==> src/rtl/servo_pwm_bank.sv <==
// servo_pwm_bank: double-buffered bank of hobby-servo PWM channels fed by an address/position stream
module servo_pwm_bank #(
  parameter int NUM_SERVOS = 16,
  parameter int FRAME_CLKS = 1000000,
  parameter int MIN_CLKS   = 50000,
  parameter int STEP_CLKS  = 195,
  parameter int INIT_POS   = 128
) (
  input  logic                  clk,
  input  logic                  rst_n,
  input  logic [5:0]            servo_num,
  input  logic [7:0]            servo_pos,
  input  logic                  new_pos,
  output logic [NUM_SERVOS-1:0] servo_out,
  output logic                  frame_start,
  output logic                  bad_addr
);
  localparam int FW   = FRAME_CLKS > 1 ? $clog2(FRAME_CLKS) : 1;
  localparam int PMAX = MIN_CLKS > STEP_CLKS ? MIN_CLKS : STEP_CLKS;
  localparam int PW   = PMAX > 1 ? $clog2(PMAX) : 1;
  typedef enum logic [1:0] {BASE, STEPS, REST} state_t;
  state_t                  state, state_nxt;
  logic [FW-1:0]           frame_cnt;
  logic [PW-1:0]           pre, pre_nxt;
  logic [7:0]              step_cnt, step_nxt;
  logic [NUM_SERVOS-1:0]   out_nxt;
  logic [7:0]              pending [NUM_SERVOS];
  logic [7:0]              active  [NUM_SERVOS];
  logic                    addr_ok;
  logic                    frame_zero;
  assign addr_ok    = {1'b0, servo_num} < 7'(NUM_SERVOS);
  assign frame_zero = frame_cnt == '0;
  // next state, prescaler, step and per-channel output level; outputs follow the next state
  always_comb begin
    state_nxt = state;
    pre_nxt   = pre + 1'b1;
    step_nxt  = step_cnt;
    if (frame_zero) begin
      state_nxt = BASE;
      pre_nxt   = '0;
    end else if (state == BASE && pre == PW'(MIN_CLKS - 1)) begin
      state_nxt = STEPS;
      pre_nxt   = '0;
      step_nxt  = '0;
    end else if (state == STEPS && pre == PW'(STEP_CLKS - 1)) begin
      pre_nxt = '0;
      if (step_cnt == 8'd255) state_nxt = REST;
      else step_nxt = step_cnt + 1'b1;
    end
    for (int i = 0; i < NUM_SERVOS; i++)
      out_nxt[i] = state_nxt == BASE || (state_nxt == STEPS && step_nxt < active[i]);
  end
  // frame timing, FSM state and registered outputs
  always_ff @(posedge clk or negedge rst_n) begin
    if (!rst_n) begin
      frame_cnt   <= '0;
      state       <= BASE;
      pre         <= '0;
      step_cnt    <= '0;
      servo_out   <= '0;
      frame_start <= 1'b0;
      bad_addr    <= 1'b0;
    end else begin
      frame_cnt   <= frame_cnt == FW'(FRAME_CLKS - 1) ? '0 : frame_cnt + 1'b1;
      state       <= state_nxt;
      pre         <= pre_nxt;
      step_cnt    <= step_nxt;
      servo_out   <= out_nxt;
      frame_start <= frame_zero;
      bad_addr    <= new_pos && !addr_ok;
    end
  end
  // pending positions take updates anytime; active copies them only at frame start (old value wins on a collision)
  always_ff @(posedge clk or negedge rst_n) begin
    if (!rst_n) begin
      for (int i = 0; i < NUM_SERVOS; i++) begin
        pending[i] <= 8'(INIT_POS);
        active[i]  <= 8'(INIT_POS);
      end
    end else begin
      if (frame_zero)
        for (int i = 0; i < NUM_SERVOS; i++) active[i] <= pending[i];
      if (new_pos && addr_ok) pending[servo_num[$clog2(NUM_SERVOS > 1 ? NUM_SERVOS : 2)-1:0]] <= servo_pos;
    end
  end
endmodule

==> config.mk <==
export PLATFORM = sky130hd
export DESIGN_NAME = servo_pwm_bank
export DESIGN_NICKNAME = d
export VERILOG_FILES = /design/src/rtl/servo_pwm_bank.sv
export SDC_FILE = /design/constraint.sdc
export NUM_CORES = 1
export LEC_CHECK = 0
export CORE_ASPECT_RATIO = 1.1
export CORE_UTILIZATION = 67
export DETAILED_ROUTE_END_ITERATION = 8
export PLACE_DENSITY = 0.83
export SYNTH_ARGS = -nofsm -noshare
export SYNTH_HDL_FRONTEND = slang
export SYNTH_SLANG_ARGS = --single-unit
==> constraint.sdc <==
create_clock -name clk -period 7.4 [get_ports clk]
set_input_delay 1.48 -clock clk [delete_from_list [all_inputs] [get_ports clk]]
set_output_delay 1.48 -clock clk [all_outputs]
set_load 0.01 [all_outputs]
==> impl_results.md <==
- Max Slew Vio Count: 0
- Clock sinks: 320
- Worst-path clk slew: 60 ps
- Min Tclk post-route: 4830 ps
- Seq/Total Area, Yosys: 52.5%
- Status: finished clean
- Worst-path maximum fanout: 140
- VDD IR-drop max: 0.174 mV
- Post-synthesis simple-gate area fraction: 11.5%
- Maximum clock insertion buffer count: 3
- Starting Density: 69.0%
- Die Y-Extent: 161 um
- Area Overhead vs Synth: 10.8%
- Antenna Cells: 0
- Skew final: 19.3 ps
- Synth Area in Adders: 9.54%
- Pleak: 8.01 nW
- Routed Antenna Nets: 0
- Syn nets: 1549
- CTS hold repair buffers: 0
- GRT Total Usage: 31.2%
- Die area: 23500 um2
- Via count: 10800
- Initial antenna violation count: 0
- I/O Buffers: 34
- Pwr Total: 3.74 mW
- CTS root buf: clkbuf_16
- H-Tree Level Count: 2
- Data required, critical path: 7830 ps
- Largest net degree at the start of global routing: 173
- Largest family of logic cells by synthesized area: simple AND/OR/NAND/NOR gates
- Mean Syn Cell Area: 10.8 um2
- Drt pass-1 iters: 5
- FP Rows: 57
- Worst slew pin tran: 1220 ps
- Num CTS Buffers: 34
- Routed length per placed instance: 19.9 um
- DR iter-0 viols: 733
- Hold WC Path Type: flip-flop to flip-flop
- Global placement routability congestion: 0.875
- Vias in the first global route: 11200
- Yosys cell types: 52
- Postcts setup bufs: 0
- Final Hold Fails: 0
- FILL cells: 1410
- Final WL: 35000 um
- Mapped Area: 15300 um2
- Share of cells above drive strength 1: 16.5%
- Predominant post-synthesis flop cell: dfrtp_1
- Final worst-path cycle share: 65.3%
- Critical path capture point type: flip-flop
- Fin Setup TNS: 0 ps
- Mapped Cells: 1415
- Clock latency on the worst-skew pair: 520 ps
- Multi-input gate area: 6600 um2
- Mux cell area share after synthesis: 9.47%
- Critical path data arrival time: 5260 ps
- PwrDens: 220 nW/um2
- Max-cap violations: 0
- Setup CP Type: flip-flop to flip-flop
- Asr flop ratio synth: 100%
- Register area: 8050 um2
- # nets final: 1573
- Maximum clock rate: 207 MHz
- RSZ-0062 raised after global routing: no
- CTS resizes: 0
- Slew HR: 18.2%
- Synth warn: 0
- R2r setup slk: 2570 ps
- Synth Area in Compound Gates: 10.6%
- Mean number of vias per cell: 6.16
- Post-route DRC violation count: 0
- Synthesized-area fraction occupied by xor and xnor cells: 1.83%
- IO Pins: 35
- CTS tree: built
- Post-synth EDFFs: 0
- Startpoint type of the worst setup path: flip-flop
- First-pass GRT wire length: 56800 um
- Detail Placement HPWL: 20700 um
- Final-report setup violation count: 0
- Yosys reg bits: 320
- Global route overflow: 0
- Core area: 22300 um2
- Die width: 146 um
==> cell families after synthesis <==
family | count (synthesis)
xor gates and xnor gates | 32
buffers and inverters | 176
and+or+nand+nor | 374
AOI/OAI and AO/OA | 267
DFF | 320
adders and majority gates | 117
muxes | 129
==> critical path: stages, from the launching register on <==
cell	delay, ps
dfrtp_1	440
inv_1	80
ha_1	130
nor4b_2	240
nand4_1	130
or2_2	620
inv_6	780
o22a_1	1010
ha_1	420
a21o_1	200
a21o_1	180
a21oi_1	200
nand3_1	100
o21ai_1	180
==> metal layers <==
layer  vias up  global-route usage (%)  share of wire [%]
li1       4951                       -                  -
met1      5383                    40.2                 41
met2       393                    50.6                 47
met3       101                    6.73                7.7
met4         0                    14.7                4.3
met5         -                       0                  0
==> registers in the layout (all words and copies together) (netlist names) <==
signal / count
active: 128
pending: 128
frame_cnt: 20
pre: 16
servo_out: 16
step_cnt: 8
state: 2
bad_addr: 1
frame_start: 1
==> placed cells by master, fill, tap and decap left out, types with 16 or more instances in the layout <==
cell,count
dfstp_2,32
a21oi_1,37
a31oi_1,17
o21ai_0,114
nand4_1,28
clkdlybuf4s50_1,33
xnor2_1,17
a21o_1,33
dfrtp_1,288
nand2_1,184
inv_1,118
and3_1,23
nand3_1,36
o211ai_1,16
clkbuf_16,35
ha_1,117
nor2b_1,20
mux2_2,129
nor2_1,46
a221oi_1,16
==> power breakdown <==
part           internal [mW]  switching, mW
Sequential              1.85         0.0484
Clock                  0.987          0.679
Combinational         0.0833         0.0871
==> metrics by stage <==
step	cell area (um2)	utilization (%)	std cells	setup slack [ps]	hold slack, ps
detailed placement	15900	71.5	1698	2750	448
floorplan	15300	-	1415	4140	431
CTS	17000	76.4	1759	2680	461
global route	17000	76.4	1759	2330	488
global placement	15900	71.5	1698	2890	441
finish	17000	76.4	1759	2570	458
==> cell type report <==
| type | count | area share [%] |
|---|---|---|
| multi-input combinational | 919 | 38.8 |
| clock buffer | 51 | 5.74 |
| inverter | 119 | 2.66 |
| tap | 295 | 2.17 |
| timing repair buffer | 45 | 2.59 |
| clock inverter | 10 | 0.648 |
| sequential | 320 | 47.3 |
==> Yosys cell counts, drive strengths merged (2+ instances only) <==
library cell,count,area share (%)
a21o,33,1.6
a21oi,41,1.3
a221oi,16,0.91
a31o,3,0.17
a31oi,17,0.69
a41oi,3,0.29
and2,2,0.082
and3,23,0.94
and4,2,0.11
buf,28,1.0
clkbuf,29,0.71
dfrtp,288,47
dfstp,32,5.5
ha,117,9.5
inv,119,2.9
mux2,129,9.5
nand2,184,4.5
nand2b,3,0.12
nand3,36,1.2
nand4,28,1.1
nor2,47,1.2
nor2b,20,0.82
nor3,10,0.39
nor4,6,0.29
nor4b,3,0.31
o211ai,16,0.78
o21ai,130,4.3
o31ai,2,0.098
or2,3,0.12
or3,4,0.16
xnor2,17,0.97
xor2,15,0.86
==> final timing paths <==
path | from | end | cells past startpoint
max | frame_cnt[0] | servo_out[5] | 13
min | active[64] | active[64] | 2
max reg2reg | frame_cnt[0] | servo_out[5] | 13
min reg2reg | active[64] | active[64] | 2
max in group asynchronous | rst_n | active[10] | 2
min in group asynchronous | rst_n | pending[25] | 1
Note: power is estimated with default switching activity, not from simulation.
